==> src/rtl/vdp_vram_arb_pkg.sv <==
// Shared owner codes, return-tag layout and nibble-reverse helper for the sprite/host VRAM arbiter.
package vdp_vram_arb_pkg;

  localparam int unsigned OWNER_WIDTH = 2;

  localparam logic [OWNER_WIDTH-1:0] OWNER_NONE   = 2'd0;
  localparam logic [OWNER_WIDTH-1:0] OWNER_SPRITE = 2'd1;
  localparam logic [OWNER_WIDTH-1:0] OWNER_HOST   = 2'd2;

  typedef struct packed {
    logic [OWNER_WIDTH-1:0] owner;
    logic                   x_flip;
  } ret_tag_t;

  localparam int unsigned TAG_WIDTH = $bits(ret_tag_t);

  // Reverses the order of the eight 4bpp pixels in a word (horizontal sprite flip).
  function automatic logic [31:0] nibble_reverse32(input logic [31:0] word);
    logic [31:0] rev;
    rev = '0;
    for (int k = 0; k < 8; k++) begin
      rev[4*k +: 4] = word[28-4*k +: 4];
    end
    return rev;
  endfunction

endpackage

==> src/rtl/vdp_vram_return_pipe.sv <==
// Delays the {owner, x_flip} tag to line up with VRAM read data, then routes and flips it to its owner.
module vdp_vram_return_pipe
  import vdp_vram_arb_pkg::*;
#(
  parameter int unsigned DATA_WIDTH   = 32,
  parameter int unsigned VRAM_LATENCY = 1
) (
  input  logic                  clk,
  input  logic                  reset,
  input  logic [TAG_WIDTH-1:0]  tag_in,
  input  logic [DATA_WIDTH-1:0] vram_read_data,
  output logic [DATA_WIDTH-1:0] sprite_data,
  output logic                  sprite_data_valid,
  output logic [DATA_WIDTH-1:0] host_read_data,
  output logic                  host_read_valid
);

  localparam int unsigned DEPTH = VRAM_LATENCY + 1;

  logic [DEPTH*TAG_WIDTH-1:0] pipe_q;
  ret_tag_t                   tail;

  assign tail = pipe_q[DEPTH*TAG_WIDTH-1 -: TAG_WIDTH];

  // Tag shift register; all-zero is OWNER_NONE so reset discards in-flight reads.
  always_ff @(posedge clk) begin
    if (reset) begin
      pipe_q <= '0;
    end else begin
      pipe_q <= {pipe_q[(DEPTH-1)*TAG_WIDTH-1:0], tag_in};
    end
  end

  always_ff @(posedge clk) begin
    if (reset) begin
      sprite_data       <= '0;
      sprite_data_valid <= 1'b0;
      host_read_data    <= '0;
      host_read_valid   <= 1'b0;
    end else begin
      sprite_data_valid <= (tail.owner == OWNER_SPRITE);
      host_read_valid   <= (tail.owner == OWNER_HOST);
      if (tail.owner == OWNER_SPRITE) begin
        sprite_data <= tail.x_flip ? DATA_WIDTH'(nibble_reverse32(32'(vram_read_data)))
                                   : vram_read_data;
      end
      if (tail.owner == OWNER_HOST) begin
        host_read_data <= vram_read_data;
      end
    end
  end

endmodule

==> src/rtl/vdp_sprite_vram_arbiter.sv <==
// Arbitrates the single VRAM port between sprite pattern fetches and host accesses.
// Optional host starvation guard: define VDP_VRAM_ARB_STARVE_GUARD_EN.
module vdp_sprite_vram_arbiter
  import vdp_vram_arb_pkg::*;
#(
  parameter int unsigned ADDR_WIDTH    = 14,
  parameter int unsigned DATA_WIDTH    = 32,
  parameter int unsigned VRAM_LATENCY  = 1
`ifdef VDP_VRAM_ARB_STARVE_GUARD_EN
  ,
  parameter int unsigned MAX_HOST_WAIT = 8
`endif
) (
  input  logic                  clk,
  input  logic                  reset,
  input  logic                  sprite_window,
  input  logic                  sprite_req,
  input  logic [ADDR_WIDTH-1:0] sprite_address,
  input  logic                  sprite_x_flip,
  output logic                  sprite_ack,
  output logic [DATA_WIDTH-1:0] sprite_data,
  output logic                  sprite_data_valid,
  input  logic                  host_req,
  input  logic                  host_we,
  input  logic [ADDR_WIDTH-1:0] host_address,
  input  logic [DATA_WIDTH-1:0] host_write_data,
  output logic                  host_ack,
  output logic [DATA_WIDTH-1:0] host_read_data,
  output logic                  host_read_valid,
  output logic [ADDR_WIDTH-1:0] vram_address,
  output logic                  vram_we,
  output logic [DATA_WIDTH-1:0] vram_write_data,
  input  logic [DATA_WIDTH-1:0] vram_read_data
);

  logic     host_force_c;
  logic     sprite_win_c;
  logic     host_win_c;
  ret_tag_t tag_c;

`ifdef VDP_VRAM_ARB_STARVE_GUARD_EN
  localparam int unsigned WAIT_WIDTH = $clog2(MAX_HOST_WAIT + 1);

  logic [WAIT_WIDTH-1:0] host_wait_q;

  // Consecutive cycles the host has been kept waiting.
  always_ff @(posedge clk) begin
    if (reset) begin
      host_wait_q <= '0;
    end else if (host_win_c) begin
      host_wait_q <= '0;
    end else if (host_req) begin
      host_wait_q <= host_wait_q + WAIT_WIDTH'(1);
    end
  end

  assign host_force_c = host_req && (host_wait_q == WAIT_WIDTH'(MAX_HOST_WAIT));
`else
  assign host_force_c = 1'b0;
`endif

  // Window priority; acks are suppressed while reset is held.
  always_comb begin
    sprite_win_c = 1'b0;
    host_win_c   = 1'b0;
    if (!reset) begin
      if (host_force_c) begin
        host_win_c = 1'b1;
      end else if (sprite_window) begin
        if (sprite_req)    sprite_win_c = 1'b1;
        else if (host_req) host_win_c   = 1'b1;
      end else begin
        if (host_req)        host_win_c   = 1'b1;
        else if (sprite_req) sprite_win_c = 1'b1;
      end
    end
  end

  assign sprite_ack = sprite_win_c;
  assign host_ack   = host_win_c;

  always_comb begin
    tag_c = '{owner: OWNER_NONE, x_flip: 1'b0};
    if (sprite_win_c) begin
      tag_c = '{owner: OWNER_SPRITE, x_flip: sprite_x_flip};
    end else if (host_win_c && !host_we) begin
      tag_c = '{owner: OWNER_HOST, x_flip: 1'b0};
    end
  end

  // VRAM command register; the address holds on idle cycles.
  always_ff @(posedge clk) begin
    if (reset) begin
      vram_address    <= '0;
      vram_we         <= 1'b0;
      vram_write_data <= '0;
    end else begin
      vram_we <= host_win_c && host_we;
      if (sprite_win_c) begin
        vram_address <= sprite_address;
      end else if (host_win_c) begin
        vram_address    <= host_address;
        vram_write_data <= host_write_data;
      end
    end
  end

  vdp_vram_return_pipe #(
    .DATA_WIDTH  (DATA_WIDTH),
    .VRAM_LATENCY(VRAM_LATENCY)
  ) u_return_pipe (
    .clk              (clk),
    .reset            (reset),
    .tag_in           (tag_c),
    .vram_read_data   (vram_read_data),
    .sprite_data      (sprite_data),
    .sprite_data_valid(sprite_data_valid),
    .host_read_data   (host_read_data),
    .host_read_valid  (host_read_valid)
  );

endmodule

==> config.mk <==
export PLATFORM = sky130hd
export DESIGN_NAME = vdp_sprite_vram_arbiter
export DESIGN_NICKNAME = d
export VERILOG_FILES = /design/src/rtl/vdp_vram_arb_pkg.sv /design/src/rtl/vdp_vram_return_pipe.sv /design/src/rtl/vdp_sprite_vram_arbiter.sv
export SDC_FILE = /design/constraint.sdc
export NUM_CORES = 1
export LEC_CHECK = 0
export ABC_CLOCK_PERIOD_IN_PS = 1250
export CORE_MARGIN = 3
export CORE_UTILIZATION = 41
export DETAILED_ROUTE_END_ITERATION = 10
export PLACE_DENSITY = 0.8
export RECOVER_POWER = 100
export SETUP_SLACK_MARGIN = 0.15
export SYNTH_ARGS = -nofsm -noshare
export SYNTH_HDL_FRONTEND = slang
export SYNTH_SLANG_ARGS = --single-unit
==> constraint.sdc <==
create_clock -name clk -period 1.25 [get_ports clk]
set_input_delay 0.25 -clock clk [delete_from_list [all_inputs] [get_ports clk]]
set_output_delay 0.25 -clock clk [all_outputs]
set_load 0.005 [all_outputs]
# After elaboration in Yosys (flattened, before gate mapping)
# Index checks and enable logic that the tools add are counted.
# Widths: inputs -> output; s select.
# totals
ff_bits	119
in_bits	99
# op_classes
eq_ne	2
n_mux	13
bitwise_logic	1
n_reduce_logical	6
# op_table
operator	n
$mux 32	1
$mux 14	2
$mux 1	8
$mux 3	1
$eq 2x1->1 const B	1
$eq 2x2->1 const B	1
$logic_and 1x1->1	2
$mux 2	1
$reduce_and 2->1	1
$reduce_bool 2->1	1
$reduce_or 2->1	1
$logic_not 1->1	1
$not 1->1	1

# Depth between registers and ports, before layout
# logic_depth
ltp_word	7
depth_mapped	6
mapped_depth_nobuf	4

# By module
# Synthesis repeated with hierarchy kept, for this count alone.
# hier_totals
hier_cells	532
hier_area_um2	4649.5
# by_module_without_submodules
mod	instances	cells_per_inst	area_per_inst_um2	seq_area_each_um2
vdp_vram_return_pipe	1	302	2849.0	1441.4
vdp_sprite_vram_arbiter	1	230	1800.5	940.9

# Worst setup path after synthesis
# OpenSTA, ideal clock, no wires.
# synth_timing
kind	input -> output
from	input sprite_req
to	output host_ack
arrival_ps	878
t_required_ps	1000
path_slack_ps	122
cell_stages	4
path_buffers	2
path_cell_list	buf_4 -> a21bo_2 -> buf_4 -> nor2_1
# synth_between
elab_chain_cells	3
# synth_rtl
item	line_no	source
start, declared	vdp_sprite_vram_arbiter.sv:17	input logic sprite_req,
$mux 1	vdp_sprite_vram_arbiter.sv:70	if (sprite_req) sprite_win_c = 1'b1;
$mux 1	vdp_sprite_vram_arbiter.sv:69	end else if (sprite_window) begin
$mux 1	vdp_sprite_vram_arbiter.sv:66	if (!reset) begin
end, declared	vdp_sprite_vram_arbiter.sv:27	output logic host_ack,
# No other way between the ends.

# Final worst setup path
# layout_timing
from	register u_return_pipe.pipe_q[4]
to	register u_return_pipe.sprite_data[28]
# layout_between
elab_chain_cells	1
# layout_rtl
item	line_no	source
start, declared	vdp_vram_return_pipe.sv:20	logic [DEPTH*TAG_WIDTH-1:0] pipe_q;
start signal, assigned	vdp_vram_return_pipe.sv:30	pipe_q <= {pipe_q[(DEPTH-1)*TAG_WIDTH-1:0], tag_in};
$eq 2x1->1	vdp_vram_return_pipe.sv:43	if (tail.owner == OWNER_SPRITE) begin
end signal, assigned	vdp_vram_return_pipe.sv:44	sprite_data <= tail.x_flip ? DATA_WIDTH'(nibble_reverse32(32'(vram_read_data)))
end, declared	vdp_vram_return_pipe.sv:12	output logic [DATA_WIDTH-1:0] sprite_data,
# No other way between the ends.
# A chain may end at the register's enable or synchronous reset.

==> impl_metrics.csv <==
group,metric,value,unit
synth,syn_nets,640,
sta,worstMarginPinSlew,1.089,ns
synth,synthTopCellsByArea,"dfxtp_1 (51%), nand2_1 (13%), a21oi_1 (6.9%)",
synth,yosysMostFrequentCell,"nand2_1",
grt,grt_pass1_wl,24380,um
finish,fillers,637,
clocking,clk_latency,0.40,ns
route,ant_nets,0,
sta,slew_headroom,27.38,%
clocking,cts_buffer_depth,2,
sta,fin_crit,1.259,ns
synth,synthesis.area,4633,sq um
route,vias,5210,
finish,diodes,0,
clocking,cts_sinks,119,
clocking,cts_made_buffers,17,
grt,track_usage,23.82,%
grt,antenna_found_initial,0,
power_and_ir_drop,comb_power_share,13.8,%
finish,stdcell_count,945,
synth,synth.largest_area_cell,"dfxtp_1",
power_and_ir_drop,swShare,23.27,%
synth,yosysSeqAreaShare,51.42,%
finish,area_growth,80.15,%
synth,synth_cell_types,23,
worst_setup_path,endpoint_kind,"flip-flop",
route,route.detailed.wl_per_inst,19.73,um
route,first_pass_iters,5,
route,drc,0,
hold_path,hp-class,"input pin to flip-flop",
worst_setup_path,cp-start-kind,"flip-flop",
route,drt_iter0_drc,510,
power_and_ir_drop,p_int,8.237,mW
clocking,htreeDepth,4,
floorplan,die_h,112.3,um
grt,grt_overflow,0,
worst_setup_path,critPathArrivalTime,1.53,ns
finish,fin_nets,891,
sta,fin_worst_skew,0.01604,ns
synth,synth_warnings,0,
sta,tns,-0.009848,ns
worst_setup_path,crit_path_max_fanout,11,
sta,setup_ws,-0.008693,ns
power_and_ir_drop,power_switching,2.497,mW
synth,netlist.area_leader.share,51.42,%
synth,syn_inst,541,
clocking,cts_tree,"done",
sta,hold_violations,0,
power_and_ir_drop,pwr-share-clk,47.9,%
placement,post_dp_cell_area,6875,sq um
placement,dp_hpwl,9459,um
synth,yosys_register_bits,119,
finish,regArea,2525,sq um
floorplan,pin_count,214,
power_and_ir_drop,power.total,10.73,mW
power_and_ir_drop,powerDensity,1286,nW/um^2
finish,multi_input_area,2126,sq um
synth,synth_ff_type,"dfxtp_1",
floorplan,die_area,12610,sq um
placement,dp.cells,865,
route,routed_wl,18650,um
sta,rsz0062_at_grt,"true",
job,cap_violations,0,
clocking,root_buffer,"clkbuf_16",
placement,numPortBuffers,213,
sta,timing.final.max_slew_violations,0,
sta,period_share,100.7,%
worst_setup_path,crit_required,1.52,ns
run_status,failed_checks,"negative setup slack",
finish,fin_area,8347,sq um
placement,gp_congestion,0.8437,
grt,grt_max_degree,84,
sta,max_freq,794.5,MHz
synth,synthArstFlopShare,0,%
floorplan,core_area,10940,sq um
floorplan,num_rows,38,
clocking,hold_buffers,0,
power_and_ir_drop,seqPwrFrac,38.3,%
floorplan,die_x,112.3,um
finish,drive_gt1_share,46.34,%
clocking,clk_pin_slew,0.06,ns
grt,grt_pass1_vias,4836,
synth,synth_common_cells,"nand2_1 (156), dfxtp_1 (119), a21oi_1 (64)",
floorplan,start_util,42.37,%
power_and_ir_drop,p_leak,3.422,nW
synth,synth_edf_count,0,
sta,setup_viol,2,
route,via_per_inst,5.513,
power_and_ir_drop,irDropWorstVdd,0.8375,mV
run_status,status,"finished, violations left",
worst_setup_path,critPathKind,"flip-flop to flip-flop",
synth,synth.avg_cell_area,8.564,sq um
sta,holdWs,0.3025,ns
==> worst paths after layout <==
kind / from / cells after the start / slack, ns / endpoint
worst max-delay path: u_return_pipe.pipe_q[4] / 5 / -0.009 / u_return_pipe.sprite_data[28]
worst min-delay path: reset / 4 / 0.30 / vram_we
worst max register to register: u_return_pipe.pipe_q[4] / 5 / -0.009 / u_return_pipe.sprite_data[28]
worst min register to register: u_return_pipe.pipe_q[2] / 1 / 0.43 / u_return_pipe.pipe_q[5]
==> layout by cell type, fill, tap and decap left out, types with 2 or more instances in the layout <==
| cell type | count |
|---|---|
| a211oi_1 | 15 |
| clkbuf_4 | 2 |
| clkinv_4 | 3 |
| a31o_2 | 4 |
| and2_1 | 2 |
| inv_1 | 16 |
| clkbuf_16 | 25 |
| buf_2 | 39 |
| buf_4 | 40 |
| dfxtp_1 | 11 |
| a211oi_2 | 16 |
| mux2i_1 | 30 |
| a21oi_1 | 64 |
| nand2_1 | 140 |
| a31oi_1 | 14 |
| dfxtp_2 | 105 |
| buf_6 | 79 |
| buf_16 | 4 |
| nor2b_1 | 4 |
| a31o_1 | 10 |
| buf_12 | 8 |
| dfxtp_4 | 3 |
| nor2b_4 | 2 |
| bufinv_16 | 4 |
| clkbuf_1 | 6 |
| clkinv_2 | 2 |
| nor2_2 | 8 |
| clkdlybuf4s50_1 | 93 |
| nor2_4 | 3 |
| nand2_2 | 16 |
| nor2_1 | 23 |
==> kinds of logic (layout without fill, tap and decap cells) <==
group	count (synthesis)	after routing	share of synthesized area [%]
simple gates	202	202	17.09
mux	32	32	6.913
buf+inv	62	326	7.318
compound gates	126	126	17.26
flops	119	119	51.42
==> area by class of cell <==
class                      instances  area share, %
timing repair buffer             278          34.00
sequential                       119          30.25
multi-input combinational        360          25.47
clock buffer                      21          5.396
tap                              140          2.099
clock inverter                    11          2.069
inverter                          16         0.7195
==> power groups by stage <==
stage	logic (mW)	registers [mW]	clock network, mW
after floorplan	0.470	4.14	0
after CTS	1.25	4.08	5.17
final	1.49	4.11	5.14
after global placement	1.22	4.12	0
after detailed placement	1.25	4.13	0
after global routing	1.57	4.13	5.41
==> through the flow <==
step | setup WS (ns) | utilization [%]
after floorplan | 0.1568 | -
after global placement | -0.6166 | 62.87
after detailed placement | -0.6283 | 62.87
after CTS | 0.08836 | 68.83
after global routing | -0.04518 | 76.33
final | -0.008693 | 76.33
==> per-layer routing <==
| metal | share of wire, % | global-route usage, % | up-vias | wire length (um) |
|---|---|---|---|---|
| met3 | 9.7 | 7.709 | 71 | 1806 |
| met4 | 3.9 | 6.971 | 0 | 735 |
| met2 | 49 | 41.56 | 350 | 9105 |
| met1 | 38 | 28.01 | 2469 | 6998 |
| li1 | - | - | 2320 | - |
| met5 | 0 | 0 | - | 0 |
==> critical path, cell delays in order (launching register included) <==
cell and delay (ns):
dfxtp_2 0.31, nor2b_4 0.13, buf_12 0.13, buf_6 0.13
buf_16 0.15, a211oi_1 0.29
==> what timing repair did <==
action | CTS | global route
endpoints found under the setup margin | 190 | 179
cloned | 4 | 9
resized for setup | 625 | 106
setup buffers | 16 | 19
pin swaps | 10 | 12
==> flip-flops by register name, indices dropped and copies added, names as in the netlist <==
register                         cells
u_return_pipe.pipe_q                 6
u_return_pipe.sprite_data           32
vram_address                        14
u_return_pipe.sprite_data_valid      1
vram_we                              1
vram_write_data                     32
u_return_pipe.host_read_valid        1
u_return_pipe.host_read_data        32
Note: power is estimated with default switching activity, not from simulation.
